--- src/rtl/led_pattern_monitor.sv ---
// Receive-side checker for the one-hot LED sequence 001 -> 010 -> 100 -> 000.
// Locks onto the sequence, then flags and counts sequence errors and completed cycles.
module led_pattern_monitor #(
   parameter int LOCK_COUNT = 4,
   parameter int ERR_W      = 8,
   parameter int CYC_W      = 16
) (
   input  logic             clk,
   input  logic             rst,
   input  logic             sample_en,
   input  logic [2:0]       led_in,
   input  logic             clr,
   output logic             locked,
   output logic [1:0]       phase,
   output logic             err_pulse,
   output logic             invalid,
   output logic [ERR_W-1:0] err_cnt,
   output logic [CYC_W-1:0] cyc_cnt,
   output logic [1:0]       state_dbg
);

   localparam logic [1:0] S_SEARCH = 2'd0;
   localparam logic [1:0] S_ACQ    = 2'd1;
   localparam logic [1:0] S_LOCKED = 2'd2;
   localparam logic [3:0] LOCK_N   = 4'(LOCK_COUNT);

   logic [1:0] state, state_nx;
   logic [1:0] exp_idx, exp_nx;
   logic [3:0] match_cnt, match_nx;
   logic [1:0] idx, succ;
   logic       legal, hit, err_evt, cyc_evt;

   always_comb begin
      legal = 1'b1;
      idx   = 2'd0;
      case (led_in)
         3'b001:  idx = 2'd0;
         3'b010:  idx = 2'd1;
         3'b100:  idx = 2'd2;
         3'b000:  idx = 2'd3;
         default: legal = 1'b0;
      endcase
   end

   assign succ = idx + 2'd1;
   assign hit  = legal && (idx == exp_idx);

   // A miss outside SEARCH re-anchors on a legal sample, or drops to SEARCH on an illegal one.
   always_comb begin
      state_nx = state;
      exp_nx   = exp_idx;
      match_nx = match_cnt;
      err_evt  = 1'b0;
      cyc_evt  = 1'b0;
      if (sample_en) begin
         case (state)
            S_ACQ, S_LOCKED: begin
               if (hit) begin
                  exp_nx = succ;
                  if (state == S_LOCKED) begin
                     cyc_evt = (idx == 2'd0);
                  end else begin
                     match_nx = match_cnt + 4'd1;
                     if (match_cnt + 4'd1 >= LOCK_N) state_nx = S_LOCKED;
                  end
               end else begin
                  err_evt = (state == S_LOCKED);
                  if (legal) begin
                     exp_nx   = succ;
                     match_nx = 4'd1;
                     state_nx = S_ACQ;
                  end else begin
                     match_nx = 4'd0;
                     state_nx = S_SEARCH;
                  end
               end
            end
            default: begin
               if (legal) begin
                  exp_nx   = succ;
                  match_nx = 4'd1;
                  state_nx = (LOCK_N <= 4'd1) ? S_LOCKED : S_ACQ;
               end
            end
         endcase
      end
   end

   always_ff @(posedge clk or negedge rst) begin
      if (!rst) begin
         state     <= S_SEARCH;
         exp_idx   <= 2'd0;
         match_cnt <= 4'd0;
         locked    <= 1'b0;
         phase     <= 2'd0;
         err_pulse <= 1'b0;
         invalid   <= 1'b0;
         err_cnt   <= '0;
         cyc_cnt   <= '0;
      end else begin
         state     <= state_nx;
         exp_idx   <= exp_nx;
         match_cnt <= match_nx;
         locked    <= (state_nx == S_LOCKED);
         err_pulse <= err_evt;
         invalid   <= sample_en && !legal;
         if (sample_en && legal) phase <= idx;
         // clr wins over a same-cycle increment
         if (clr) err_cnt <= '0;
         else if (err_evt && (err_cnt != '1)) err_cnt <= err_cnt + ERR_W'(1);
         if (clr) cyc_cnt <= '0;
         else if (cyc_evt) cyc_cnt <= cyc_cnt + CYC_W'(1);
      end
   end

   assign state_dbg = state;

endmodule

--- config.mk ---
export PLATFORM = sky130hd
export DESIGN_NAME = led_pattern_monitor
export DESIGN_NICKNAME = d
export VERILOG_FILES = /design/src/rtl/led_pattern_monitor.sv
export SDC_FILE = /design/constraint.sdc
export NUM_CORES = 1
export LEC_CHECK = 0
export BUFFER_PORTS_ARGS = -buffer_cell sky130_fd_sc_hd__buf_2
export CAP_MARGIN = 5
export CORE_ASPECT_RATIO = 1.5
export CORE_MARGIN = 2
export CORE_UTILIZATION = 40
export DETAILED_ROUTE_END_ITERATION = 7
export HOLD_SLACK_MARGIN = 0.05
export REMOVE_ABC_BUFFERS = 1
export SLEW_MARGIN = 20
export SYNTH_ARGS = -nofsm -noshare
export SYNTH_HDL_FRONTEND = slang
export SYNTH_SLANG_ARGS = --single-unit
--- constraint.sdc ---
create_clock -name clk -period 4 [get_ports clk]
set_input_delay 0.8 -clock clk [delete_from_list [all_inputs] [get_ports clk]]
set_output_delay 0.8 -clock clk [all_outputs]
set_load 0.005 [all_outputs]
==> summary.md, run 1 <==
| Metric | Value |
|---|---|
| Setup CP Type | `in2reg` |
| Slew Limit Fails | `0` |
| H-tree levels | `2` |
| Number of nets in the layout | `275` |
| Flops & latches, synth | `37` |
| Gr usage total | `17.4%` |
| Setup_tns | `0 ps` |
| Flop pwr share | `51.0%` |
| Antenna viol nets, final | `0` |
| Die ar. | `5950 sq um` |
| Util after Layout | `47.2%` |
| CP Launch Type | `input pin` |
| Detail Placement HPWL | `3630 microns` |
| Clk pwr share | `32.4%` |
| Hold Fails Final Rpt | `0` |
| Clock-pin transition on the worst setup and hold timing paths | `70 ps` |
| Post-CTS Hold Fix Bufs | `0` |
| Setup violators final | `0` |
| RSZ-0062 raised after global routing | `no` |
| Comb pwr share | `16.6%` |
| # DRC | `0` |
| Max-cap violations | `0` |
| DR vias/cell | `5.67` |
| Number of global-route vias before repair | `1720` |
| Filler cell count | `508` |
| Leak pwr | `1.08 nW` |
| Sw Pwr | `0.000232 W` |
| Hold crit path type | `reg2reg` |
| Syn_area_per_cell | `9.21 sq um` |
| Largest net degree at the start of global routing | `38` |
| Fmax | `393 MHz` |
| CTS tree | `done` |
| Tcrit/Tclk final | `63.6%` |
| GPL Wtd Cong | `0.754` |
| Design Power | `0.000813 W` |
| Die Wd | `63.7 microns` |
| CP Capture Type | `flop` |
| Netlist cell types | `49` |
| Shortest period the worst path allows | `2540 ps` |
| Synth Flop Type | `dfrtp_1` |
| CTS Root Cell | `clkbuf_8` |
| CTS Sinks | `37` |
| IO buf count | `37` |
| Total number of vias | `1876` |
| Grt ovf | `0` |
| DIE HEIGHT | `93.5 microns` |
| Slew at the pin with the worst max-slew slack | `837 ps` |
| Drt first pass iters | `4` |
| Core Region | `5160 sq um` |
| Final WL | `4970 microns` |
| Post-CTS Setup Inserts | `0` |
| Cell count after synthesis | `232` |
| R2R Setup Slk | `1480 ps` |
| Fraction of layout cells with a size suffix above 1 | `17.5%` |
| Initial Util | `41.4%` |
| Worst skew pair latency | `290 ps` |
| IO Count | `38` |
| Int Pwr | `0.000581 W` |
| Number of antenna violations at the first check in global routing | `0` |
| Synth area leader | `dfrtp_1` |
| Yosys top cell area share | `43.4%` |
| Clk buf depth | `2` |
| Worst EP arrival | `2720 ps` |
| Num rows | `32` |
| Worst Path Required | `4170 ps` |
| Final hold slack | `496 ps` |
| Mapped Area | `2140 sq um` |
| ANT cells | `0` |
| Outcome | `finished, final reports clean` |
| Synth warn | `0` |
| Number of CTS-inserted buffers | `5` |
| VDD IR max | `0.187 mV` |
| Final Non-Filler Cells | `331` |
| First-pass GRT wire length | `8170 microns` |
| Async SR Flop Fraction | `100%` |
| Post-CTS sizing | `0` |
| Avg WL per Cell | `15.0 microns` |
| Register area share after synthesis | `43.4%` |
| Cell Pwr Density | `334 nW/um^2` |
| Top post-synthesis cells by area | `dfrtp_1, nor2_1, xnor2_1, nand2_1, ha_1` |
| DRT iter0 DRCs | `59` |
| EDFF count, synth | `0` |
| DP Cell Count | `324` |
| Slew headroom | `44.2%` |
| Post-Route Skew | `7.06 ps` |
| Crit path max fanout | `14` |
| Switching Share | `28.6%` |
| P&R area growth vs syn | `14.1%` |
==> sequential cells by signal, indices dropped and copies added (netlist names), named ones only <==
| register | cells |
|---|---|
| cyc_cnt | 16 |
| err_cnt | 8 |
| err_pulse | 1 |
| exp_idx | 1 |
| invalid | 1 |
| locked | 1 |
| match_cnt | 4 |
| phase | 2 |
| state_dbg | 2 |
==> cell type report <==
| type | count | area [sq um] | area share (%) |
|---|---|---|---|
| clock buffers | 7 | 86.3 | 3.54 |
| inverters | 8 | 30.0 | 1.23 |
| multi-input cells | 174 | 1120 | 46.1 |
| flip-flops and latches | 37 | 926 | 38.0 |
| well taps | 68 | 85.1 | 3.49 |
| repair buffers | 37 | 185 | 7.60 |
==> routing by layer <==
layer,track usage (%),up-vias,share of wire [%]
met1,21.2,908,43
met4,5.98,0,1.4
met5,0,-,0
li1,-,924,-
met3,3.25,5,3.3
met2,30.6,39,52
==> synth_stat cells, drive strengths merged, types with 5 or more instances <==
cell type,instances
buf,7
nor3,5
dfrtp,37
nand4,8
nor2,20
o21ai,5
nand3,10
ha,5
xnor2,8
o31ai,6
a31oi,8
nor2b,6
nand2,18
a21oi,12
clkbuf,6
inv,8
a311oi,6
==> cell usage in the layout (no fill, tap or decap), types with 8 or more instances in the layout <==
| cell | instances |
|---|---|
| inv_1 | 8 |
| xnor2_1 | 8 |
| nand4_1 | 8 |
| a21oi_1 | 12 |
| nand2_1 | 18 |
| nand3_1 | 10 |
| nor2_1 | 20 |
| buf_2 | 37 |
| dfrtp_1 | 37 |
| a31oi_1 | 8 |
==> kinds of logic after synthesis <==
family | share of synthesized area, %
buffers and inverters | 4.04
adder cells (fa/ha/maj) | 3.40
AND/OR/NAND/NOR | 24.9
XOR/XNOR | 4.10
multiplexers | 2.52
flip-flops | 43.4
AO/OA/AOI/OAI | 17.7
==> final timing paths <==
| check | end | from | cells after the start |
|---|---|---|---|
| max | err_cnt[6]$_DFFE_PN0P_ | led_in[2] | 6 |
| max reg2reg | err_cnt[6]$_DFFE_PN0P_ | state_dbg[0]$_DFF_PN0_ | 6 |
| min in group asynchronous | invalid$_DFF_PN0_ | rst | 1 |
| min | phase[0]$_DFFE_PN0P_ | phase[0]$_DFFE_PN0P_ | 1 |
| min reg2reg | phase[0]$_DFFE_PN0P_ | phase[0]$_DFFE_PN0P_ | 1 |
| max in group asynchronous | err_cnt[2]$_DFFE_PN0P_ | rst | 1 |
==> per-stage QoR <==
stage	setup WS [ps]	instance area, sq um
after global routing	1300	2440
final	1460	2440
after detailed placement	1180	2350
after CTS	1480	2440
after global placement	1210	2350
after floorplan	1600	2080
==> power by group through the flow <==
stage,clock network [W],registers (W),logic [W]
after floorplan,0,0.000417,0.0000876
after global placement,0,0.000420,0.000134
after detailed placement,0,0.000421,0.000136
after CTS,0.000273,0.000414,0.000137
after global routing,0.000286,0.000417,0.000152
final,0.000263,0.000415,0.000135
==> critical path: stages <==
cell and delay (ps):
buf_2 140, xor2_1 180, nand3_1 410, nand4_1 420, nor4_1 420, mux2_1 350
Power figures use the tool's default switching activity.
==> inputs of run 2 (changes only) <==
--- a/config.mk
+++ b/config.mk
@@ -5,6 +5,7 @@
 export SDC_FILE = /design/constraint.sdc
 export NUM_CORES = 1
 export LEC_CHECK = 0
+export ABC_AREA = 1
 export BUFFER_PORTS_ARGS = -buffer_cell sky130_fd_sc_hd__buf_2
 export CAP_MARGIN = 5
 export CORE_ASPECT_RATIO = 1.5
==> constraint.sdc (replaced) <==
create_clock -name clk -period 2.2 [get_ports clk]
set_input_delay 0.44 -clock clk [delete_from_list [all_inputs] [get_ports clk]]
set_output_delay 0.44 -clock clk [all_outputs]
set_load 0.005 [all_outputs]
==> summary.md, run 2 <==
| Metric | Value |
|---|---|
| Syn_area_per_cell | `7.33 sq um (-20%)` |
| CP max-delay cell | `dfrtp_1` |
| Clock-pin transition on the worst setup and hold timing paths | `80 ps (about the same)` |
| Main combinational cell family by area after synthesis | `simple AND/OR/NAND/NOR gates` |
| Critical Path End | `cyc_cnt[10]$_DFFE_PN0P_` |
| Hold crit path type | `in2reg` |
| Flops & latches, synth | `37 (unchanged)` |
| Die Wd | `64.9 microns (+1.9%)` |
| FF-to-FF Start | `state_dbg[1]$_DFF_PN0_` |
| Worst EP arrival | `2100 ps (-620 ps)` |
| Most common cell after layout, fill and taps aside | `nand2_1` |
| Shortest period the worst path allows | `1870 ps` |
| P&R area growth vs syn | `16.3%` |
| Gr usage total | `19.1% (+1.7 points)` |
| Num rows | `33 (+3.1%)` |
| Post-CTS Setup Inserts | `0 (unchanged)` |
| Slew Limit Fails | `0 (unchanged)` |
| Number of antenna violations at the first check in global routing | `0 (unchanged)` |
| Core Region | `5410 sq um (+4.7%)` |
| Mapped Area | `2220 sq um (+4.0%)` |
| CP top delay family | `simple AND/OR/NAND/NOR gates` |
| DIE HEIGHT | `95.3 microns (+1.9%)` |
| Crit path max fanout | `12 (-2)` |
| Post-Synth XOR/XNOR Area | `3.94% (-0.16 points)` |
| Cell count after synthesis | `303 (+31%)` |
| Number of global-route vias before repair | `2066 (+20%)` |
| Simple-Gate Fraction of Synth Area | `39.7% (+15 points)` |
| CTS Root Cell | `clkbuf_8` |
| Max-cap violations | `0 (unchanged)` |
| Commonest cells in the synthesized netlist | `nand2_1, nand3_1, dfrtp_1, nor2_1, inv_1` |
| Critical Path Most Common Cell | `nand2_1` |
| Worst skew pair latency | `290 ps (about the same)` |
| Final WL | `5280 microns (+6.2%)` |
| Avg WL per Cell | `12.7 microns (-16%)` |
| Synth warn | `0 (unchanged)` |
| Fraction of layout cells with a size suffix above 1 | `17.6% (+0.089 points)` |
| Outcome | `finished, final reports clean` |
| Register area share after synthesis | `41.7% (-1.7 points)` |
| Cell Pwr Density | `543 nW/um^2 (+63%)` |
| Compound-Gate Fraction of Synth Area | `4.67% (-13 points)` |
| Largest net degree at the start of global routing | `23 (-39%)` |
| Die ar. | `6180 sq um (+3.8%)` |
| Drt first pass iters | `4 (unchanged)` |
| Leak pwr | `1.38 nW (+28%)` |
| GPL Wtd Cong | `0.863 (+14%)` |
| Fmax | `535 MHz` |
| Setup CP Type | `reg2reg` |
| Detail Placement HPWL | `4070 microns (+12%)` |
| Mux share of post-synthesis cell area | `0% (-2.5 points)` |
| Biggest register | `cyc_cnt` |
| Antenna viol nets, final | `0 (unchanged)` |
| Synth Flop Type | `dfrtp_1` |
| DRT iter0 DRCs | `110 (+86%)` |
| IO Count | `38 (unchanged)` |
| Clk buf depth | `2 (unchanged)` |
| Crit. Startpoint | `state_dbg[1]$_DFF_PN0_` |
| Yosys top cell area share | `41.7% (-1.7 points)` |
| Hold Fails Final Rpt | `0 (unchanged)` |
| Final hold slack | `444 ps (-52.0 ps)` |
| Grt ovf | `0 (unchanged)` |
| Slew at the pin with the worst max-slew slack | `392 ps (-445 ps)` |
| VDD IR max | `0.357 mV (+91%)` |
| ANT cells | `0 (unchanged)` |
| Biggest regs | `cyc_cnt (16), err_cnt (8), match_cnt (4)` |
| Number of nets in the layout | `358 (+30%)` |
| Setup violators final | `0 (unchanged)` |
| CTS Sinks | `37 (unchanged)` |
| Tcrit/Tclk final | `85.0%` |
| Worst Path Required | `2430 ps (-1740 ps)` |
| R2R depth | `8 (+2)` |
| Post-Route Skew | `7.92 ps (+0.853 ps)` |
| Initial Util | `41.1% (-0.27 points)` |
| Adder-cell share of the synthesized area | `2.82% (-0.58 points)` |
| RSZ-0062 raised after global routing | `no` |
| R2R Setup Slk | `330 ps (-1150 ps)` |
| Reg-to-Reg End | `cyc_cnt[10]$_DFFE_PN0P_` |
| Total number of vias | `2098 (+12%)` |
| Async SR Flop Fraction | `100% (unchanged)` |
| Top-count cell post-synth | `nand2_1` |
| CP max stage delay | `410 ps (about the same)` |
| H-tree levels | `2 (unchanged)` |
| # DRC | `0 (unchanged)` |
| CP cell instances | `ha_1, inv_2, nand2_1, nor2_1, nand2_1, nor2_4, nand4_1, nand2_1` |
| CTS tree | `done` |
| First-pass GRT wire length | `9190 microns (+12%)` |
| Most frequent cells in the layout | `nand2_1, nand3_1, dfrtp_1, buf_2, nor2_1` |
| Netlist cell types | `27 (-45%)` |
| Top post-synthesis cells by area | `dfrtp_1, nand2_1, nand3_1, nor2_1, inv_1` |
| WP buf/inv | `1 (unchanged)` |
| Setup_tns | `0 ps (unchanged)` |
| CP Capture Type | `flop` |
| Slew headroom | `73.7% (+29 points)` |
| WP depth | `8 (+2)` |
| EDFF count, synth | `0 (unchanged)` |
| IO buf count | `37 (unchanged)` |
| CP Launch Type | `flop` |
| Max reg flops | `16 (unchanged)` |
| Synth area leader | `dfrtp_1` |
| Number of CTS-inserted buffers | `5 (unchanged)` |
| DR vias/cell | `5.03 (-11%)` |
## run 2: changes by cell type in the layout (fill, tap and decap cells not counted), moves of 6 or more
cell and delta:
a21oi_1 -10, a311oi_1 -6, a31oi_1 -8, inv_1 +24, nand2_1 +67, nand3_1 +29, nand4_1 +9, nor2_1 +14
nor2b_1 -6, o21ai_0 +9, o31ai_1 -6, xnor2_1 -7, xor2_1 +7
## run 2: stage by stage
step / power (W) / instance area (sq um) / setup WS [ps] / std cells / util [%]
3_5_place_dp: 0.000966 / 2490 / 339 / 408 / 46.1
4_1_cts: 0.00143 / 2580 / 331 / 417 / 47.8
5_1_grt: 0.00150 / 2580 / 95.6 / 417 / 47.8
2_1_floorplan: 0.000888 / 2190 / 344 / 297 / -
6_report: 0.00140 / 2580 / 329 / 417 / 47.8
3_3_place_gp: 0.000964 / 2490 / 385 / 408 / 46.1
## run 2: metal layers
metal  share of wire [%]  wire length, microns  global-route usage [%]  up-vias
met3                 4.4                   232                    4.49       15
met4                 3.3                   176                    8.69        0
met5                   0                     0                       0        -
met1                  40                  2140                    20.7      954
li1                    -                     -                       -     1071
met2                  52                  2730                    35.0       58
## run 2: worst min path at each step
| stage | from | endpoint | slack (ps) | cells after the start |
|---|---|---|---|---|
| global route | sample_en | invalid$_DFF_PN0_ | 460 | 3 |
| finish | sample_en | invalid$_DFF_PN0_ | 440 | 3 |
| detailed placement | rst | cyc_cnt[5]$_DFFE_PN0P_ | 360 | 1 |
| floorplan | rst | async pin | 140 | 0 |
| CTS | sample_en | invalid$_DFF_PN0_ | 440 | 3 |
| global placement | rst | cyc_cnt[5]$_DFFE_PN0P_ | 350 | 1 |
## run 2: repair_timing
action,in CTS,in global routing
hold endpoints to repair,12,0
hold buffers,1,0
resized for setup,0,0
## run 2: cell families after synthesis
kind of cell	count (synthesis)
AND/OR/NAND/NOR	192
buffers and inverters	40
adder cells (fa/ha/maj)	5
AO/OA/AOI/OAI	19
flip-flops	37
XOR/XNOR	10
## run 2: power breakdown
group          total, W  switching (W)  internal (W)
registers      0.000738      0.0000260      0.000712
logic          0.000214       0.000142     0.0000717
clock network  0.000453       0.000234      0.000219
## run 2: worst min-delay path: cells and delay by family
family | cells | cell delay, ps
buffers and inverters | 2 | 210
AND/OR/NAND/NOR | 1 | 50
## run 2: cell type report
type	count	area, sq um
fillers	570	2820
multi-input cells	226	1140
flip-flops and latches	37	926
repair buffers	42	225
inverters	34	128
well taps	70	87.6
clock buffers	6	72.6
clock inverters	2	10.0
